### src/rtl/uart_rx.sv
// 8N1 UART receiver: 2-flop synchronized input, mid-bit sampling, LSB first.
// Define UART_RX_FRAME_ERR_EN to add the o_frame_err pulse on a bad stop bit.
module uart_rx #(
    parameter int CLKS_PER_BIT = 219,
    parameter int HALF_BIT     = 109
) (
    input  logic       i_clk25MHz,
    input  logic       i_reset_n,
    input  logic       i_rx,
    output logic [7:0] o_data,
    output logic       o_valid,
    output logic       o_busy
`ifdef UART_RX_FRAME_ERR_EN
    ,
    output logic       o_frame_err
`endif
);

    localparam logic [1:0] IDLE      = 2'd0;
    localparam logic [1:0] START_BIT = 2'd1;
    localparam logic [1:0] RECEIVE   = 2'd2;
    localparam logic [1:0] STOP_BIT  = 2'd3;

    localparam int CW = $clog2(CLKS_PER_BIT);
    localparam logic [CW-1:0] CNT_LAST = CW'(CLKS_PER_BIT - 1);
    localparam logic [CW-1:0] CNT_HALF = CW'(HALF_BIT);

    logic          rx_meta_q, rx_s_q, rx_d_q;
    logic [1:0]    state_q, state_d;
    logic [CW-1:0] cnt_q, cnt_d;
    logic [2:0]    bit_cnt_q, bit_cnt_d;
    logic [7:0]    shift_q, shift_d;
    logic [7:0]    data_q, data_d;
    logic          valid_q, valid_d;
`ifdef UART_RX_FRAME_ERR_EN
    logic          ferr_q, ferr_d;
`endif

    // Synchronizer and edge-detect delay all reset to the idle line level.
    always_ff @(posedge i_clk25MHz or negedge i_reset_n) begin
        if (!i_reset_n) begin
            rx_meta_q <= 1'b1;
            rx_s_q    <= 1'b1;
            rx_d_q    <= 1'b1;
        end else begin
            rx_meta_q <= i_rx;
            rx_s_q    <= rx_meta_q;
            rx_d_q    <= rx_s_q;
        end
    end

    always_comb begin
        state_d   = state_q;
        cnt_d     = cnt_q;
        bit_cnt_d = bit_cnt_q;
        shift_d   = shift_q;
        data_d    = data_q;
        valid_d   = 1'b0;
`ifdef UART_RX_FRAME_ERR_EN
        ferr_d    = 1'b0;
`endif
        case (state_q)
            IDLE: begin
                cnt_d     = '0;
                bit_cnt_d = '0;
                if (rx_d_q && !rx_s_q) begin
                    state_d = START_BIT;
                end
            end
            START_BIT: begin
                if (cnt_q == CNT_HALF) begin
                    cnt_d   = '0;
                    state_d = rx_s_q ? IDLE : RECEIVE;
                end else begin
                    cnt_d = cnt_q + 1'b1;
                end
            end
            RECEIVE: begin
                if (cnt_q == CNT_LAST) begin
                    cnt_d     = '0;
                    shift_d   = {rx_s_q, shift_q[7:1]};
                    bit_cnt_d = bit_cnt_q + 1'b1;
                    if (bit_cnt_q == 3'd7) begin
                        state_d = STOP_BIT;
                    end
                end else begin
                    cnt_d = cnt_q + 1'b1;
                end
            end
            STOP_BIT: begin
                if (cnt_q == CNT_LAST) begin
                    cnt_d   = '0;
                    state_d = IDLE;
                    if (rx_s_q) begin
                        data_d  = shift_q;
                        valid_d = 1'b1;
                    end
`ifdef UART_RX_FRAME_ERR_EN
                    else begin
                        ferr_d = 1'b1;
                    end
`endif
                end else begin
                    cnt_d = cnt_q + 1'b1;
                end
            end
            default: state_d = IDLE;
        endcase
    end

    always_ff @(posedge i_clk25MHz or negedge i_reset_n) begin
        if (!i_reset_n) begin
            state_q   <= IDLE;
            cnt_q     <= '0;
            bit_cnt_q <= '0;
            shift_q   <= '0;
            data_q    <= '0;
            valid_q   <= 1'b0;
`ifdef UART_RX_FRAME_ERR_EN
            ferr_q    <= 1'b0;
`endif
        end else begin
            state_q   <= state_d;
            cnt_q     <= cnt_d;
            bit_cnt_q <= bit_cnt_d;
            shift_q   <= shift_d;
            data_q    <= data_d;
            valid_q   <= valid_d;
`ifdef UART_RX_FRAME_ERR_EN
            ferr_q    <= ferr_d;
`endif
        end
    end

    assign o_data  = data_q;
    assign o_valid = valid_q;
    assign o_busy  = (state_q != IDLE);
`ifdef UART_RX_FRAME_ERR_EN
    assign o_frame_err = ferr_q;
`endif

endmodule

### config.mk
export PLATFORM = sky130hd
export DESIGN_NAME = uart_rx
export DESIGN_NICKNAME = d
export VERILOG_FILES = /design/src/rtl/uart_rx.sv
export SDC_FILE = /design/constraint.sdc
export NUM_CORES = 1
export LEC_CHECK = 0
export BUFFER_PORTS_ARGS = -buffer_cell sky130_fd_sc_hd__buf_4
export CAP_MARGIN = 10
export CORE_UTILIZATION = 52
export CTS_CLUSTER_DIAMETER = 150
export DETAILED_ROUTE_END_ITERATION = 12
export GPL_TIMING_DRIVEN = 0
export PLACE_DENSITY = 0.74
export SLEW_MARGIN = 20
export SYNTH_ARGS = -nofsm -noshare
export SYNTH_HDL_FRONTEND = slang
export SYNTH_SLANG_ARGS = --single-unit
### constraint.sdc
create_clock -name i_clk25MHz -period 1.5 [get_ports i_clk25MHz]
set_input_delay 0.15 -clock i_clk25MHz [delete_from_list [all_inputs] [get_ports i_clk25MHz]]
set_output_delay 0.15 -clock i_clk25MHz [all_outputs]
set_load 0.1 [all_outputs]
# After elaboration in Yosys (flattened, before gate mapping)
# Cells that the tools add are included.
# op_classes
n_addsub	2
eq_ne	11
muxes	15
reduce_logical	10
# ops
cell	n
8-bit one-hot mux with 3 select lines	1
8-bit two-way mux	2
2-bit two-way mux	6
2-bit != test, second input constant	5
8-bit by 1-bit adder with 8-bit output, second input constant	1
8-bit by 7-bit == test with 1-bit output, second input constant	1
8-bit == test, second input constant	1
2-bit one-hot mux with 4 select lines	1
3-bit one-hot mux with 2 select lines	1
5-bit AND reduction	1
2-bit == test, second input constant	2
2-bit AND reduction	2
2-bit nonzero test	2
3-bit by 1-bit adder with 3-bit output, second input constant	1
3-bit == test, second input constant	1
1-bit two-way mux	3
3-bit two-way mux	1
3-bit AND reduction	1
2-bit by 1-bit == test with 1-bit output, second input constant	1
2-bit zero test	1
2-bit OR reduction	1
1-bit logical AND	1
1-bit zero test	1
# word_totals
ff_bits	33
inputBits	3

# Logic depth before layout (Yosys ltp)
# Gate-level depths: netlist (run 1).
# logic_depth
ltp_word	4
depth_mapped	5

# Worst setup path after synthesis (run 1)
# OpenSTA, ideal clock, no wires.
# synth_timing
path_type	flip-flop to flip-flop
startpoint	register cnt_q[0]
endpoint	register data_q[0], in the netlist o_data[0]
setup_ps	125
arrival_time_ps	1504
required_time_ps	1375
setup_slack_ps	-129
stages_incl_launch_ff	6
path_buffers	0
cell_sequence	dfrtp_1 inv_1 ha_1 nand3b_4 nor3_4 mux2_2
# synth_via
elab_chain_cells	2
# synth_lines
item	line_no	text
from (decl)	30	logic [CW-1:0] cnt_q, cnt_d;
from (signal assigned)	124	cnt_q <= cnt_d;
8-bit == test	91	if (cnt_q == CNT_LAST) begin
3-bit AND reduction (no source line)	n/a	
to (signal assigned)	127	data_q <= data_d;
to (decl)	33	logic [7:0] data_q, data_d;
# No other way between the ends.
# A chain may end at the register's enable or synchronous reset.

# Final worst setup path (run 1)
# layout_timing
startpoint	register cnt_q[5]
endpoint	register data_q[3], in the netlist o_data[3]
# Same word-level chain as after synthesis.

==> out/summary.txt, run 1 <==
Status = complete, but fails checks
Failing checks = negative setup slack
P_int = 1.70 mW
Worst hold path class = in2async
DR WL/cell = 17.6 um
Initial antenna violation count = 0
Yosys reg bits = 33
Placed inst area = 0.00162 mm^2
Final setup viols = 26
R2r endpoint = o_data[3]
Drt total wl = 3230 um
CP max stage cell = dfrtp_1
Clock power share = 0.351
TNS Setup = -1700 ps
Vias in the first global route = 1,053
Layout cells sized above 1 = 0.480
Die H = 55.5 um
# DRC = 0
R2r setup slk = -110 ps
DR pass1 iterations = 4
Post-synth EDFFs = 0
Final hold violations = 0
Reg area = 831 um^2
Clock Sinks = 33
Total gr overflow = 0
Critical setup path kind = reg2reg
Area grow syn2layout = 36.5%
Post-synthesis sequential area ratio = 0.558
Pin count of the biggest net entering global routing = 34
Period minus WS final = 1610 ps
Net Switching = 653 uW
Placeable Area = 0.00273 mm^2
CTS tree = yes
Yosys Warn Count = 0
Required @ worst endpoint = 1730 ps
Yosys cell types = 35
Ant. Diodes = 0
Maximum vdd ir drop = 0.00132 V
Clock Latency Late Sink = 340 ps
Relative slew slack = 0.725
Power Density = 1160 mW/mm^2
Max incr delay on CP = 460 ps
Site Rows = 19
Max Slew Vio Count = 0
CP endpoint kind = flop
Achievable frequency = 620 MHz
Nets@finish = 159
Seq pwr share = 0.454
Clock Root Buffer = clkbuf_4
Max-cap violations = 0
Worst R2R Start = cnt_q[5]
Syn Nets = 122
CTS H-Tree Depth = 2
Sw frac = 0.277
Measured slew at the worst slew-check pin = 412 ps
Synthesized area per cell = 13.0 um^2
Setup WS post-layout = -113 ps
Post-route ant nets = 0
# port buffers = 12
Crit path launch type = flop
Comb power frac = 0.195
Skew final = 6.19 ps
Worst path buffer plus inverter count = 1
Unrepaired setup endpoints after global routing = true
Bufs on Longest Clock Path = 2
DP HPWL = 1730 um
Clk slew on worst S/H paths = 110 ps
Final instance area = 0.00203 mm^2
CP startpoint = cnt_q[5]
Global Route Usage Sum = 0.219
# fillers = 166
CP top delay family = simple AND/OR/NAND/NOR gates
IO Count = 13
Placer Congestion = 0.787
Worst Path Max Fanout = 8
First-pass GRT wire length = 5000 um
Total CTS buffers = 5
Leakage = 0.998 nW
Main flop type after synthesis = dfrtp_1
Area of the die = 0.00308 mm^2
Initial DRC count = 22
Mapped Area = 0.00149 mm^2
Tcrit/Tclk final = 1.08
Syn Inst Count = 114
Footprint of the multi-input gates = 747 um^2
R2R cell count = 4
CP cell instances = nand4b_4 -> nor3_4 -> buf_6 -> mux2_4
CP arrival = 1840 ps
Die Wd = 55.5 um
Starting Density = 0.544
Post-synth ARST share = 1.00
Via count = 1,081
DR vias/cell = 5.91
-- flip-flops by register name (all words and copies together) (netlist names), named ones only --
signal and flops:
rx_d_q 1, state_q 1, o_valid 1, cnt_q 8, shift_q 8, bit_cnt_q 3
rx_meta_q 1, rx_s_q 1, o_data 8
-- per-layer routing --
layer	global-route usage	wire length, um	vias up
met3	0.0679	120	15
li1	-	-	496
met5	0	0	-
met1	0.270	1390	536
met4	0.121	106	0
met2	0.343	1610	34
-- cells in the final DEF, fill, tap and decap left out, types with 2 or more instances in the layout --
| master | count |
|---|---|
| nand3b_1 | 2 |
| nand2_1 | 7 |
| ha_1 | 4 |
| bufinv_16 | 2 |
| o311ai_1 | 2 |
| a21oi_2 | 3 |
| inv_1 | 5 |
| buf_6 | 4 |
| or4_1 | 2 |
| buf_12 | 2 |
| dfrtp_1 | 29 |
| clkbuf_4 | 5 |
| nand3_1 | 5 |
| dlygate4sd3_1 | 2 |
| buf_4 | 23 |
| a22oi_1 | 2 |
| nor3_4 | 2 |
| o21ai_4 | 2 |
| mux2_4 | 16 |
| o211ai_1 | 4 |
| o21ai_0 | 2 |
| dfstp_2 | 3 |
| xor2_1 | 2 |
-- worst reg2reg max path, stage by stage (launching register included) --
cell and delay, ps:
dfrtp_1 460, nand4b_4 290, nor3_4 280, buf_6 170, mux2_4 310
-- final cells by class --
type	count	area share
Multi-Input combinational cell	74	0.368
Clock inverter	3	0.0320
Timing Repair Buffer	31	0.139
Sequential cell	33	0.409
Clock buffer	5	0.0185
Inverter	5	0.00924
Buffer	1	0.00555
Tap cell	31	0.0191
-- kinds of logic after synthesis --
family / after synthesis / synth area share
flops: 33 / 0.558
simple gates: 29 / 0.148
compound gates: 21 / 0.0950
mux: 16 / 0.121
buf+inv: 7 / 0.0185
fa+ha+maj: 5 / 0.0421
xor+xnor: 3 / 0.0177
-- cells in the mapped netlist (2+ instances only) --
cell / instances / area share
o211ai_1: 4 / 0.020
nand3_1: 5 / 0.017
inv_1: 5 / 0.013
nand3b_1: 2 / 0.010
o21ai_1: 2 / 0.0067
o21ai_0: 2 / 0.0067
xor2_1: 2 / 0.012
nand2_1: 7 / 0.018
mux2_2: 16 / 0.12
a22oi_1: 3 / 0.015
nor3_4: 2 / 0.022
o311ai_1: 2 / 0.012
dfstp_2: 3 / 0.053
or4_1: 2 / 0.010
dfrtp_1: 30 / 0.50
a21oi_1: 4 / 0.013
ha_1: 5 / 0.042
-- repair_timing --
action | in CTS | in global routing
hold endpoints to repair | 31 | 0
pin swaps | 2 | 7
hold buffers | 2 | 0
setup endpoints to repair | 30 | 30
buffers inserted | 8 | 10
gates resized for setup | 21 | 15
-- stage by stage --
stage               power [mW]  instances  utilization  worst slack [ps]  hold WS [ps]
global route              2.45        183        0.743              -169           317
detailed placement        1.38        157        0.594              -298           113
CTS                       2.27        174        0.692              -119           279
global placement          1.36        157        0.594              -253           107
floorplan                 1.29        114            -             -77.1          -146
finish                    2.36        183        0.743              -113           272
-- power groups by stage --
| stage | registers (mW) | clock network [mW] | logic [mW] |
|---|---|---|---|
| after floorplan | 1.06 | 0 | 0.232 |
| after global placement | 1.08 | 0 | 0.288 |
| after detailed placement | 1.08 | 0 | 0.305 |
| after CTS | 1.06 | 0.838 | 0.370 |
| after global routing | 1.08 | 0.874 | 0.499 |
| final | 1.07 | 0.828 | 0.459 |
-- worst max-delay path by stage --
stage,end,slack (ps),depth (start not counted)
6_report,o_data[3],-110,4
5_1_grt,o_data[4],-170,4
4_1_cts,shift_q[0],-120,6
3_5_place_dp,o_data[3],-300,4
3_3_place_gp,o_data[5],-250,5
2_1_floorplan,o_data[0],-80,5
(Power assumes the default switching activity.)
==> inputs of run 2 (changes only) <==
- CAP_MARGIN: 10 -> default
- CORE_ASPECT_RATIO: default -> 0.8
==> run 2 against run 1 <==
Compared with the run above: the flow still finishes with violations (negative setup slack); worst hold slack lost 4.3 ps; sequential share of layout area shrank 0.36 points; wire length grew 6.9%; critical path type unchanged; critical endpoint is now shift_q[6]; largest cell class unchanged.
==> out/summary.txt, run 2 (synthesized netlist as in run 1, its figures left out) <==
Area grow syn2layout = 37.9%
Clock Sinks = 33 (unchanged)
Status = complete, but fails checks
Period minus WS final = 1630 ps (+21.9 ps)
Nets@finish = 158 (-0.63%)
Total CTS buffers = 5 (unchanged)
Measured slew at the worst slew-check pin = 401 ps (-10.8 ps)
Worst R2R Start = cnt_q[0]
Worst hold path class = in2async
Tcrit/Tclk final = 1.09 (+0.0146)
Most frequent cells in the layout = 28 x dfrtp_1, 21 x buf_4, 16 x mux2_4
Initial DRC count = 56 (+150%)
Power Density = 1120 mW/mm^2 (-3.7%)
Placer Congestion = 0.774 (-1.7%)
R2r endpoint = shift_q[6]
Achievable frequency = 612 MHz (-1.3%)
Clock Root Buffer = clkbuf_4
Relative slew slack = 0.732 (+0.00720)
Max incr delay on CP = 400 ps (-60 ps)
Post-route insts no fill = 187 (+2.2%)
Crit path launch type = flop
Setup WS post-layout = -134 ps (-21.9 ps)
CP endpoint kind = flop
IO Count = 13 (unchanged)
DP HPWL = 1780 um (+3.0%)
Bufs on Longest Clock Path = 2 (unchanged)
CP top delay family = flip-flops
Die Wd = 61.8 um (+11%)
Final core area utilization = 0.795 (+0.0518)
R2R cell count = 6 (+2)
Final setup viols = 28 (+7.7%)
CTS tree = yes
Clk slew on worst S/H paths = 110 ps (about the same)
Unrepaired setup endpoints after global routing = true
Final hold violations = 0 (unchanged)
Site Rows = 16 (-3)
Skew final = 11.9 ps (+5.74 ps)
Required @ worst endpoint = 1720 ps (about the same)
Reg area = 832 um^2 (+0.15%)
Starting Density = 0.576 (+0.0319)
CP max stage cell = dfrtp_1
R2r setup slk = -130 ps (-20 ps)
Max Slew Vio Count = 0 (unchanged)
Critical setup path kind = reg2reg
Maximum vdd ir drop = 0.000734 V (-44%)
# fillers = 136 (-18%)
CP startpoint = cnt_q[0]
Vias in the first global route = 1,040 (-1.2%)
Worst Path Max Fanout = 8 (unchanged)
Footprint of the multi-input gates = 795 um^2 (+6.4%)
First-pass GRT wire length = 4940 um (-1.2%)
Most common cell after layout, fill and taps aside = dfrtp_1
Ant. Diodes = 0 (unchanged)
Placeable Area = 0.00258 mm^2 (-5.5%)
Total gr overflow = 0 (unchanged)
Leakage = 0.988 nW (-0.93%)
Worst path buffer plus inverter count = 2 (+1)
Area of the die = 0.00308 mm^2 (about the same)
Drt total wl = 3450 um (+6.9%)
Pin count of the biggest net entering global routing = 34 (unchanged)
Die H = 49.8 um (-10%)
Placed inst area = 0.00163 mm^2 (+0.39%)
Failing checks = negative setup slack
DR vias/cell = 5.79 (-2.0%)
Layout cells sized above 1 = 0.523 (+0.0429)
CTS H-Tree Depth = 2 (unchanged)
CP cell instances = inv_1 -> ha_2 -> nand3b_4 -> nor3_4 -> buf_12 -> mux2_4
DR WL/cell = 18.5 um (+4.6%)
# port buffers = 12 (unchanged)
CP arrival = 1860 ps (+20 ps)
Global Route Usage Sum = 0.234 (+0.0155)
Max-cap violations = 0 (unchanged)
Via count = 1,082 (+0.093%)
Clock Latency Late Sink = 340 ps (about the same)
# DRC = 0 (unchanged)
Post-route ant nets = 0 (unchanged)
Final instance area = 0.00205 mm^2 (+1.0%)
DR pass1 iterations = 4 (unchanged)
Initial antenna violation count = 0 (unchanged)
Placed cells = 162 (+3.2%)
-- run 2: changes by cell type in the layout (fill, tap and decap cells not counted), moves of 2 or more --
cell and change:
buf_6 +3, o311ai_1 -2, o311ai_2 +2, buf_4 -2
-- run 2: report_power, final --
group	switching, mW	internal, mW
sequential	0.119	0.964
combinational	0.265	0.239
clock	0.307	0.398
-- run 2: layout make-up --
| type | count | area share |
|---|---|---|
| multi-input cells | 74 | 0.387 |
| flip-flops and latches | 33 | 0.405 |
| inverters | 5 | 0.00915 |
| clock buffers | 7 | 0.0268 |
| repair buffers | 30 | 0.129 |
| plain buffers | 1 | 0.00549 |
| well taps | 36 | 0.0220 |
| clock inverters | 1 | 0.0146 |
-- run 2: timing repair --
action | CTS | global route
buffers inserted | 8 | 8
gates resized for setup | 25 | 21
gates cloned | 0 | 0
endpoints found under the setup margin | 30 | 30
hold buffers | 2 | 0
endpoints found under the hold margin | 31 | 0
pin swaps | 2 | 13
-- run 2: worst max path at each step --
stage	to	slack [ps]	depth (start not counted)
finish	shift_q[6]	-130	6
global route	shift_q[6]	-190	6
CTS	state_q[0]	-110	6
detailed placement	o_data[7]	-290	5
global placement	o_data[5]	-230	5
floorplan	o_data[0]	-80	5
-- run 2: stage by stage --
stage | hold slack, ps | TNS [ps] | setup slack (ps) | total power [mW]
final | 268 | -2120 | -134 | 2.29
after global routing | 306 | -3860 | -190 | 2.39
after CTS | 287 | -1690 | -108 | 2.17
after detailed placement | 114 | -6010 | -285 | 1.39
after global placement | 110 | -4900 | -232 | 1.36
after floorplan | -146 | -1190 | -77.1 | 1.29
-- run 2: per-layer routing --
| layer | part of all wire | wire length (um) | vias up | global-route usage |
|---|---|---|---|---|
| met5 | 0 | 0 | - | 0 |
| met1 | 0.41 | 1420 | 539 | 0.316 |
| met3 | 0.052 | 180 | 13 | 0.0945 |
| li1 | - | - | 493 | - |
| met2 | 0.50 | 1730 | 37 | 0.344 |
| met4 | 0.035 | 122 | 0 | 0.0741 |
==> inputs of run 3 (changes only) <==
- CORE_ASPECT_RATIO: 0.8 -> default
- SETUP_SLACK_MARGIN: default -> 0.4
==> run 3 against run 2 <==
Compared with the run above: the flow still finishes with violations (negative setup slack); cell count rose by 5.3%; combinational power grew 7.5%; clock-buffer cell count is 2 lower; register-to-register slack improved by 20 ps; highest routed layer unchanged; worst hold slack improved by 6.5 ps; first-iteration DRC count fell by 38%.
==> out/summary.txt, run 3 (synthesized netlist as in run 1, its figures left out) <==
Achievable frequency = 620 MHz (+1.3%)
CP arrival = 1840 ps (-20 ps)
DR WL/cell = 17.9 um (-2.8%)
Most common cell after layout, fill and taps aside = dfrtp_1
Clock Sinks = 33 (unchanged)
Sw frac = 0.277 (-0.0240)
Layout cells sized above 1 = 0.548 (+0.0250)
Crit path launch type = flop
Clock Latency Late Sink = 340 ps (about the same)
Area of the die = 0.00308 mm^2 (about the same)
Reg area = 830 um^2 (-0.30%)
Skew final = 5.56 ps (-6.36 ps)
Relative slew slack = 0.728 (-0.00463)
First-pass GRT wire length = 5240 um (+6.0%)
Max-cap violations = 0 (unchanged)
Starting Density = 0.544 (-0.0319)
Via count = 1,140 (+5.4%)
Clk slew on worst S/H paths = 110 ps (about the same)
Clock Root Buffer = clkbuf_4
Final hold violations = 0 (unchanged)
# DRC = 0 (unchanged)
DR vias/cell = 5.79 (about the same)
Placement Setup Slack = -278 ps (+7.01 ps)
# port buffers = 12 (unchanged)
Net Switching = 673 uW (-2.6%)
Status = complete, but fails checks
Total gr overflow = 0 (unchanged)
Unrepaired setup endpoints after global routing = true
Footprint of the multi-input gates = 773 um^2 (-2.7%)
# fillers = 139 (+2.2%)
CTS H-Tree Depth = 2 (unchanged)
Most frequent cells in the layout = 30 x dfrtp_1, 29 x buf_4, 16 x mux2_4
Setup WS post-layout = -114 ps (+20.3 ps)
R2R cell count = 6 (unchanged)
CP endpoint kind = flop
Clock power share = 0.343 (+0.036)
Comb power frac = 0.224 (+0.004)
Power Density = 1070 mW/mm^2 (-4.5%)
Post-route ant nets = 0 (unchanged)
IO Count = 13 (unchanged)
Seq pwr share = 0.434 (-0.039)
Worst R2R Start = cnt_q[0]
Measured slew at the worst slew-check pin = 408 ps (+6.95 ps)
Worst Path Max Fanout = 6 (-2)
Pin count of the biggest net entering global routing = 34 (unchanged)
Site Rows = 19 (+3)
Die Wd = 55.5 um (-10%)
Drt total wl = 3530 um (+2.3%)
Vias in the first global route = 1,122 (+7.9%)
DP HPWL = 1690 um (-5.0%)
Leakage = 1.11 nW (+12%)
Placeable Area = 0.00273 mm^2 (+5.9%)
Required @ worst endpoint = 1730 ps (about the same)
Failing checks = negative setup slack
DR pass1 iterations = 4 (unchanged)
Global Route Usage Sum = 0.229 (-0.00501)
Maximum vdd ir drop = 0.00150 V (+100%)
TNS Setup = -1680 ps (+446 ps)
R2r setup slk = -110 ps (+20 ps)
Initial antenna violation count = 0 (unchanged)
Tcrit/Tclk final = 1.08 (-0.0135)
P_int = 1.75 mW (+9.4%)
Max Slew Vio Count = 0 (unchanged)
CTS tree = yes
Die H = 55.5 um (+11%)
Ant. Diodes = 0 (unchanged)
Area grow syn2layout = 52.7%
Final core area utilization = 0.831 (+0.0365)
Placer Congestion = 0.812 (+4.9%)
Total CTS buffers = 5 (unchanged)
Final setup viols = 25 (-11%)
Period minus WS final = 1610 ps (-20.3 ps)
Bufs on Longest Clock Path = 2 (unchanged)
Critical setup path kind = reg2reg
R2r endpoint = o_data[7]
Nets@finish = 173 (+9.5%)
Worst hold path class = in2async
Initial DRC count = 35 (-38%)
## run 3: cell type report
type / count / share of cell area
sequential: 33 / 0.365
inverter: 5 / 0.00991
clock inverter: 3 / 0.0286
tap: 31 / 0.0171
timing repair buffer: 44 / 0.211
multi-input combinational: 74 / 0.340
buffer: 2 / 0.0110
clock buffer: 5 / 0.0165
## run 3: power by group through the flow
stage	registers, mW	logic, mW	clock network (mW)
2_1_floorplan	1.06	0.240	0
3_3_place_gp	1.08	0.295	0
3_5_place_dp	1.08	0.307	0
4_1_cts	1.04	0.423	0.834
5_1_grt	1.06	0.589	0.884
6_report	1.05	0.542	0.831
## run 3: stage by stage
stage	hold WS, ps	total power, mW	cells	cell area, um^2
6_report	274	2.42	197	2270
2_1_floorplan	-146	1.30	114	1510
3_3_place_gp	109	1.37	157	1640
5_1_grt	291	2.54	197	2270
3_5_place_dp	114	1.39	157	1640
4_1_cts	285	2.30	180	2060
## run 3: repair_timing
item / CTS / global route
setup buffers: 13 / 17
hold buffers: 2 / 0
hold endpoints to repair: 31 / 0
pin swaps: 3 / 3
gates resized for setup: 46 / 18
endpoints found under the setup margin: 40 / 40
## run 3: routing by layer
metal | GRT usage | up-vias | wire length, um | share of wire
met4 | 0.150 | 0 | 105 | 0.030
met3 | 0.0726 | 14 | 153 | 0.043
li1 | - | 523 | - | -
met1 | 0.282 | 566 | 1480 | 0.42
met5 | 0 | - | 0 | 0
met2 | 0.348 | 37 | 1790 | 0.51
## run 3: worst max path at each step
stage	from	end	cells after the start
2_1_floorplan	cnt_q[0]	o_data[0]	5
4_1_cts	cnt_q[0]	shift_q[0]	6
5_1_grt	cnt_q[0]	o_data[4]	6
3_3_place_gp	cnt_q[0]	o_data[5]	5
3_5_place_dp	cnt_q[0]	shift_q[5]	5
6_report	cnt_q[0]	o_data[7]	6
## run 3: critical path, stage by stage (launching register included)
cell      delay, ps
dfrtp_1         390
inv_1            70
ha_2            200
nand3b_4        140
nor3_4          220
buf_6           180
mux2_4          310
